## config.mk

```make
export PLATFORM = sky130hd
export DESIGN_NAME = alu_issue_ctrl
export DESIGN_NICKNAME = d
export VERILOG_FILES = /design/src/rtl/alu_issue_ctrl.sv
export SDC_FILE = /design/constraint.sdc
export NUM_CORES = 1
export LEC_CHECK = 0
export ABC_AREA = 1
export BUFFER_PORTS_ARGS = -buffer_cell sky130_fd_sc_hd__buf_4
export CORE_ASPECT_RATIO = 1.5
export CORE_UTILIZATION = 47
export CTS_CLUSTER_SIZE = 20
export DETAILED_ROUTE_END_ITERATION = 8
export GPL_TIMING_DRIVEN = 0
export MAX_ROUTING_LAYER = met4
export PLACE_DENSITY = 0.76
export SLEW_MARGIN = 20
export SYNTH_ARGS = -nofsm -noshare
export SYNTH_HDL_FRONTEND = slang
export SYNTH_SLANG_ARGS = --single-unit
```

## constraint.sdc

```tcl
create_clock -name clk -period 1.86 [get_ports clk]
set_input_delay 0.372 -clock clk [delete_from_list [all_inputs] [get_ports clk]]
set_output_delay 0.372 -clock clk [all_outputs]
set_load 0.005 [all_outputs]
```

## src/rtl/alu_issue_ctrl.sv

```systemverilog
// Issue controller for a combinational 16-bit ALU: accepts ops, sequences one or two ALU passes, returns a registered response.
// Optional feature macro: ALU_ISSUE_ABSDIFF_EN enables opcode 8 (ABSDIFF) and the PASS2 state.
module alu_issue_ctrl (
    input  logic        clk,
    input  logic        reset,
    input  logic        op_valid,
    output logic        op_ready,
    input  logic [3:0]  op_code,
    input  logic [15:0] op_a,
    input  logic [15:0] op_b,
    output logic [3:0]  alu_select,
    output logic [15:0] alu_data1,
    output logic [15:0] alu_data2,
    input  logic [15:0] alu_result,
    input  logic        alu_zero,
    output logic        res_valid,
    input  logic        res_ready,
    output logic [15:0] res_data,
    output logic        res_zero,
    output logic        res_branch,
    output logic        res_illegal,
    output logic [1:0]  dbg_state
);

    // Handshakes: a transfer occurs on a rising edge where valid and ready are both high;
    // a producer holds valid and its payload stable until that edge.

    typedef enum logic [1:0] {
        IDLE  = 2'd0,
        PASS1 = 2'd1,
        PASS2 = 2'd2,
        HOLD  = 2'd3
    } state_t;

    localparam logic [3:0] SEL_AND = 4'b0000;
    localparam logic [3:0] SEL_OR  = 4'b0001;
    localparam logic [3:0] SEL_ADD = 4'b0010;
    localparam logic [3:0] SEL_SUB = 4'b0110;

    localparam logic [3:0] OP_AND     = 4'd0;
    localparam logic [3:0] OP_OR      = 4'd1;
    localparam logic [3:0] OP_ADD     = 4'd2;
    localparam logic [3:0] OP_BEQ     = 4'd4;
    localparam logic [3:0] OP_BNE     = 4'd5;
    localparam logic [3:0] OP_SLT     = 4'd6;
    localparam logic [3:0] OP_NEG     = 4'd7;
    localparam logic [3:0] OP_ABSDIFF = 4'd8;

    state_t      state;
    logic [3:0]  op_q;
    logic [15:0] a_q;
    logic [15:0] b_q;
    logic [15:0] diff;
    logic        ovf;
    logic        lt;

    function automatic logic is_legal(input logic [3:0] code);
`ifdef ALU_ISSUE_ABSDIFF_EN
        return code <= OP_ABSDIFF;
`else
        return code <= OP_NEG;
`endif
    endfunction

    function automatic logic [3:0] sel_for(input logic [3:0] code);
        case (code)
            OP_AND:  return SEL_AND;
            OP_OR:   return SEL_OR;
            OP_ADD:  return SEL_ADD;
            default: return SEL_SUB;
        endcase
    endfunction

    // Signed a<b from the latched operands, independent of which pass the ALU is on.
    always_comb begin
        diff = a_q - b_q;
        ovf  = (a_q[15] != b_q[15]) && (diff[15] != a_q[15]);
        lt   = diff[15] ^ ovf;
    end

    assign op_ready  = (state == IDLE) && !reset;
    assign dbg_state = state;

    always_ff @(posedge clk) begin
        if (reset) begin
            state       <= IDLE;
            op_q        <= '0;
            a_q         <= '0;
            b_q         <= '0;
            alu_select  <= SEL_AND;
            alu_data1   <= '0;
            alu_data2   <= '0;
            res_valid   <= 1'b0;
            res_data    <= '0;
            res_zero    <= 1'b0;
            res_branch  <= 1'b0;
            res_illegal <= 1'b0;
        end else begin
            case (state)
                IDLE: begin
                    if (op_valid) begin
                        op_q <= op_code;
                        a_q  <= op_a;
                        b_q  <= op_b;
                        if (is_legal(op_code)) begin
                            alu_select <= sel_for(op_code);
                            alu_data1  <= (op_code == OP_NEG) ? 16'h0000 : op_a;
                            alu_data2  <= (op_code == OP_NEG) ? op_a : op_b;
                            state      <= PASS1;
                        end else begin
                            res_valid   <= 1'b1;
                            res_illegal <= 1'b1;
                            res_data    <= '0;
                            res_zero    <= 1'b1;
                            res_branch  <= 1'b0;
                            state       <= HOLD;
                        end
                    end
                end
                PASS1: begin
`ifdef ALU_ISSUE_ABSDIFF_EN
                    if (op_q == OP_ABSDIFF && lt) begin
                        alu_data1 <= b_q;
                        alu_data2 <= a_q;
                        state     <= PASS2;
                    end else
`endif
                    begin
                        res_valid   <= 1'b1;
                        res_illegal <= 1'b0;
                        res_data    <= (op_q == OP_SLT) ? {15'b0, lt} : alu_result;
                        res_zero    <= (op_q == OP_SLT) ? !lt : alu_zero;
                        res_branch  <= (op_q == OP_BEQ) ? alu_zero :
                                       (op_q == OP_BNE) ? !alu_zero : 1'b0;
                        state       <= HOLD;
                    end
                end
`ifdef ALU_ISSUE_ABSDIFF_EN
                PASS2: begin
                    res_valid   <= 1'b1;
                    res_illegal <= 1'b0;
                    res_data    <= alu_result;
                    res_zero    <= alu_zero;
                    res_branch  <= 1'b0;
                    state       <= HOLD;
                end
`endif
                HOLD: begin
                    if (res_ready) begin
                        res_valid <= 1'b0;
                        state     <= IDLE;
                    end
                end
                default: state <= IDLE;
            endcase
        end
    end

endmodule

```

; After elaboration in Yosys (flattened, before gate mapping)
; Cells that the tools add are included.
[word_totals]
latch_bits = 0
out_inout_bits = 59
mem_bits_rw = 0
memories = 0
input_bits = 57
wordCells = 65
romBits = 0
regBits = 94
[op_classes]
magnitude_cmp = 1
multipliers = 0
muxes = 23
shifts = 0
eq_ne = 13
n_div = 0
reduce_logical = 14
n_bitwise = 1
add_sub_neg = 1
[op_table]
columns = operator, count
row1 = two-way mux 16 bit, 5
row2 = one-hot mux 16 bit (2 select lines), 1
row3 = == test 4 x 3 -> 1 bit (second input constant), 4
row4 = subtractor 16 bit, 1
row5 = one-hot mux 3 bit (3 select lines), 1
row6 = two-way mux 1 bit, 8
row7 = two-way mux 2 bit, 3
row8 = != test 2 bit (second input constant), 3
row9 = one-hot mux 1 bit (2 select lines), 3
row10 = one-hot mux 2 bit (3 select lines), 1
row11 = AND reduction 3 bit, 2
row12 = == test 4 x 1 -> 1 bit (second input constant), 1
row13 = == test 4 x 2 -> 1 bit (second input constant), 1
row14 = less-or-equal comparator 4 x 3 -> 1 bit (second input constant), 1
row15 = zero test 4 bit, 1
row16 = AND reduction 2 bit, 2
row17 = AND reduction 4 bit, 1
row18 = zero test 1 bit, 3
row19 = one-hot mux 1 bit (3 select lines), 1
row20 = nonzero test 3 bit, 1
row21 = == test 2 x 1 -> 1 bit (second input constant), 1
row22 = == test 2 bit (second input constant), 1
row23 = logical AND 1 bit, 2
row24 = zero test 2 bit, 1
row25 = other kinds (3), 4

; Longest topological paths before layout
[depth]
word_depth = 7
mapped_depth = 15
ltp_nobuf = 15

; Worst setup path before layout
; No wires, ideal clock.
[synth_path]
kind = reg2reg
startpoint = register b_q[14]
endpoint = register res_data[0]
path_stages_with_launch = 13
required_ns = 1.728
setup_ns = 0.132
path_slack_ns = 0.121
arrival_time_ns = 1.607
synth_period_minus_slack_ns = 1.739
n_path_buf = 0
path_cell_list = dfxtp_1 inv_1 ha_1 nand2_1 nor2_1 nand2_1 nor2_1 a21oi_1 fa_1 inv_1 nand3_1 nand3_1 a21oi_1
[synth_between]
elab_chain_len = 6
[synth_rtl]
columns = element, line_no
row1 = start: declaration, 52  ; logic [15:0] b_q;
row2 = start signal: assignment, 104  ; b_q <= op_b;
row3 = subtractor 16 bit (*), 76  ; diff = a_q - b_q;
row4 = != test 1 bit, 77  ; ovf = (a_q[15] != b_q[15]) && (diff[15] != a_q[15]);
row5 = logical AND 1 bit, 77
row6 = XOR 1 bit (*), 78  ; lt = diff[15] ^ ovf;
row7 = two-way mux 16 bit (*), 131  ; res_data <= (op_q == OP_SLT) ? {15'b0, lt} : alu_result;
row8 = one-hot mux 16 bit (2 select lines) (*), 99  ; case (state)
row9 = end signal: assignment, 131
row10 = end: declaration, 18  ; output logic [15:0] res_data,
; Mark *: on every way between the ends. The rest lies on a longest branch, timed or not.
; A chain may end at the register's enable or synchronous reset.

; Worst setup path in the final report
; Same ends and word-level chain as after synthesis.

==> results.sh <==
export IMPL_status="finished clean"
export IMPL_drv_slew=0
export IMPL_synthArstFlopShare=0
export IMPL_n_fill_cell=732
export IMPL_synth_seq_cells=93
export IMPL_max_stage_delay_ns=0.36
export IMPL_pwr_share_comb=0.196
export IMPL_fmax_mhz=545
export IMPL_p_leak_nw=2.58
export IMPL_start_kind="flip-flop"
export IMPL_rsz0062_at_grt="yes"
export IMPL_die_x_um=78.3
export IMPL_holdBufCountCts=0
export IMPL_fin_nets=751
export IMPL_finalHoldViolCount=0
export IMPL_portBuffers=114
export IMPL_reg2reg_to="res_data[0]$_SDFFE_PP0P_"
export IMPL_grt_overflow=0
export IMPL_tritoncts="built"
export IMPL_maxCapViolCount=0
export IMPL_dp_slack_ns=-0.0931
export IMPL_cellInternalPower_mw=3.73
export IMPL_cpMaxStageDelayCell="fa_2"
export IMPL_hpwl_um=9110
export IMPL_multi_input_area_mm2=0.00196
export IMPL_crit_end="res_data[0]$_SDFFE_PP0P_"
export IMPL_ff2ff_setup_slack_ns=0.02
export IMPL_hp_class="in2reg"
export IMPL_power_share_clock=0.368
export IMPL_gp_congestion=0.936
export IMPL_ys_warn_count=0
export IMPL_num_io_pins=116
export IMPL_timing_final_crit_share=0.987
export IMPL_antenna_found_initial=0
export IMPL_synth_cell_types=30
export IMPL_ir_drop_mv=0.616
export IMPL_numCtsBuffers=9
export IMPL_die_y_um=116
export IMPL_diodes=0
export IMPL_syn_area_mm2=0.00410
export IMPL_seq_power_share=0.436
export IMPL_skew_ns=0.00410
export IMPL_netlist_instances=553
export IMPL_max_slew_margin=0.596
export IMPL_clk_pin_slew_ns=0.07
export IMPL_ys_flop_type="dfxtp_1"
export IMPL_rows=41
export IMPL_synthToLayoutAreaGrowth_pct=36.9
export IMPL_drive_gt1_frac=0.307
export IMPL_htree_num_levels=3
export IMPL_holdWs_ns=0.306
export IMPL_register_area_mm2=0.00187
export IMPL_cts_root_buf="clkbuf_16"
export IMPL_insertion_delay_ns=0.34
export IMPL_postRouteAntennaNets=0
export IMPL_p_switching_mw=1.43
export IMPL_num_vias=4099
export IMPL_path_class="reg2reg"
export IMPL_crit_chain="inv_1, ha_4, nand2_2, nor2_4, nand2_1, nor2_2, a21oi_2, fa_2, inv_2, nand3_2, nand3_2, a21oi_2"
export IMPL_first_pass_iters=5
export IMPL_grt_pass1_wl_um=18200
export IMPL_fin_crit_ns=1.84
export IMPL_clock_sinks=93
export IMPL_wl_per_cell_um=15.1
export IMPL_cp_max_fo=2
export IMPL_end_kind="flip-flop"
export IMPL_drt_wl_total_um=11900
export IMPL_r2r_start="b_q[14]$_SDFFE_PP0P_"
export IMPL_grt_max_degree=16
export IMPL_grt_pass1_vias=3942
export IMPL_finalSetupViolations=0
export IMPL_reg2reg_depth=12
export IMPL_synth_edf_count=0
export IMPL_switching_share=0.277
export IMPL_worst_pin_slew_ns=0.606
export IMPL_clockBufferDepth=2
export IMPL_crit_arrival_ns=2.05
export IMPL_total_power_mw=5.16
export IMPL_critPathLaunch="b_q[14]$_SDFFE_PP0P_"
export IMPL_synth_avg_cell_area_um2=7.41
export IMPL_synth_nets=625
export IMPL_via_per_inst=5.18
export IMPL_powerDensity_mw_per_mm2=919
export IMPL_initial_utilization=0.487
export IMPL_worstPathRequired_ns=2.07
export IMPL_track_usage=0.271
export IMPL_synth_seq_area_share=0.454
export IMPL_setup_ws_ns=0.0237
export IMPL_drt_initial_drc_count=240
export IMPL_drc=0
export IMPL_core_mm2=0.00841
export IMPL_die_area_mm2=0.00911
per-stage QoR:
stage	util	setup TNS (ns)	area (um2)	cells
global placement	0.605	-0.0847	5090	774
CTS	0.647	0	5440	790
finish	0.667	0	5610	791
detailed placement	0.605	-0.169	5090	774
global route	0.667	-0.272	5610	791
floorplan	-	0	4100	553
timing repair:
item | 4_1_cts | 5_1_grt
gates cloned | 0 | 0
pin swaps | 4 | 16
buffers inserted | 0 | 1
setup endpoints to repair | 3 | 2
resized for setup | 10 | 38
worst min-delay path by stage:
| stage | startpoint | to | slack, ns | cells after the start |
|---|---|---|---|---|
| global placement | alu_select[1]$_SDFFE_PP0P_ | alu_select[1]$_SDFFE_PP0P_ | 0.44 | 2 |
| global route | alu_result[13] | res_data[13]$_SDFFE_PP0P_ | 0.31 | 3 |
| CTS | alu_result[6] | res_data[6]$_SDFFE_PP0P_ | 0.30 | 3 |
| detailed placement | a_q[0]$_SDFFE_PP0P_ | a_q[0]$_SDFFE_PP0P_ | 0.45 | 2 |
| floorplan | a_q[0]$_SDFFE_PP0P_ | a_q[0]$_SDFFE_PP0P_ | 0.43 | 2 |
| finish | alu_result[11] | res_data[11]$_SDFFE_PP0P_ | 0.31 | 3 |
placed cells by master, fill, tap and decap left out, drive strengths merged:
cell        n
nand3b      1
clkbuf     21
a21o        1
nor3        1
nor2       48
fa          1
o211a       1
inv        70
bufinv      1
clkinv      3
a211oi      1
nand3      54
buf       136
clkinvlp    2
nand2     118
o21ai      36
nand4       3
dfxtp      93
ha         14
a21oi      75
o211ai      1
or2         2
conb        1
layer usage:
layer | vias up | GRT usage | share of wire
li1 | 2014 | - | -
met1 | 1888 | 0.292 | 0.38
met2 | 174 | 0.480 | 0.52
met3 | 23 | 0.0523 | 0.069
met4 | 0 | 0.120 | 0.027
met5 | - | - | 0
cells by family after synthesis:
logic type / count (synthesis) / synth area share
adder cells (fa/ha/maj): 15 / 0.0476
flip-flops: 93 / 0.454
other: 1 / 0.000915
buffers and inverters: 102 / 0.114
AND/OR/NAND/NOR: 227 / 0.239
AO/OA/AOI/OAI: 115 / 0.144
cell usage after synthesis, types with 2 or more instances:
cell type | count | area share
nand2_1 | 117 | 0.11
buf_4 | 6 | 0.011
dfxtp_1 | 93 | 0.45
o21ai_0 | 36 | 0.044
nand4_1 | 2 | 0.0031
or2_2 | 2 | 0.0031
nand3_1 | 53 | 0.065
nor2_1 | 47 | 0.043
buf_2 | 6 | 0.0073
buf_6 | 7 | 0.019
buf_1 | 2 | 0.0018
a21oi_1 | 74 | 0.090
ha_1 | 14 | 0.043
inv_2 | 6 | 0.0055
clkbuf_1 | 10 | 0.0092
inv_1 | 64 | 0.059
power groups by stage:
stage	sequential, mW	clock (mW)	combinational [mW]
5_1_grt	2.26	2.00	1.14
3_3_place_gp	2.26	0	0.885
4_1_cts	2.23	1.92	0.938
6_report	2.25	1.90	1.01
2_1_floorplan	2.26	0	0.516
3_5_place_dp	2.27	0	0.907
critical path, delay by kind of cell, from the launching register on:
kind / cells / cell delay (ns)
buf+inv: 2 / 0.12
compound gates: 2 / 0.13
flops: 1 / 0.31
fa+ha+maj: 2 / 0.63
simple gates: 6 / 0.51
sequential cells by signal, indices dropped and copies added, names as in the netlist:
register / count
alu_data1: 16
res_valid: 1
alu_data2: 16
res_data: 16
res_branch: 1
res_zero: 1
a_q: 16
b_q: 16
res_illegal: 1
dbg_state: 2
alu_select: 3
op_q: 4
cell type report:
cell class | count | area share
inverters | 71 | 0.0475
flip-flops and latches | 93 | 0.334
repair buffers | 115 | 0.154
multi-input cells | 358 | 0.350
clock buffers | 11 | 0.0450
clock inverters | 5 | 0.0105
plain buffers | 31 | 0.0357
well taps | 107 | 0.0239
No activity file was read; power rests on OpenSTA's default activity.
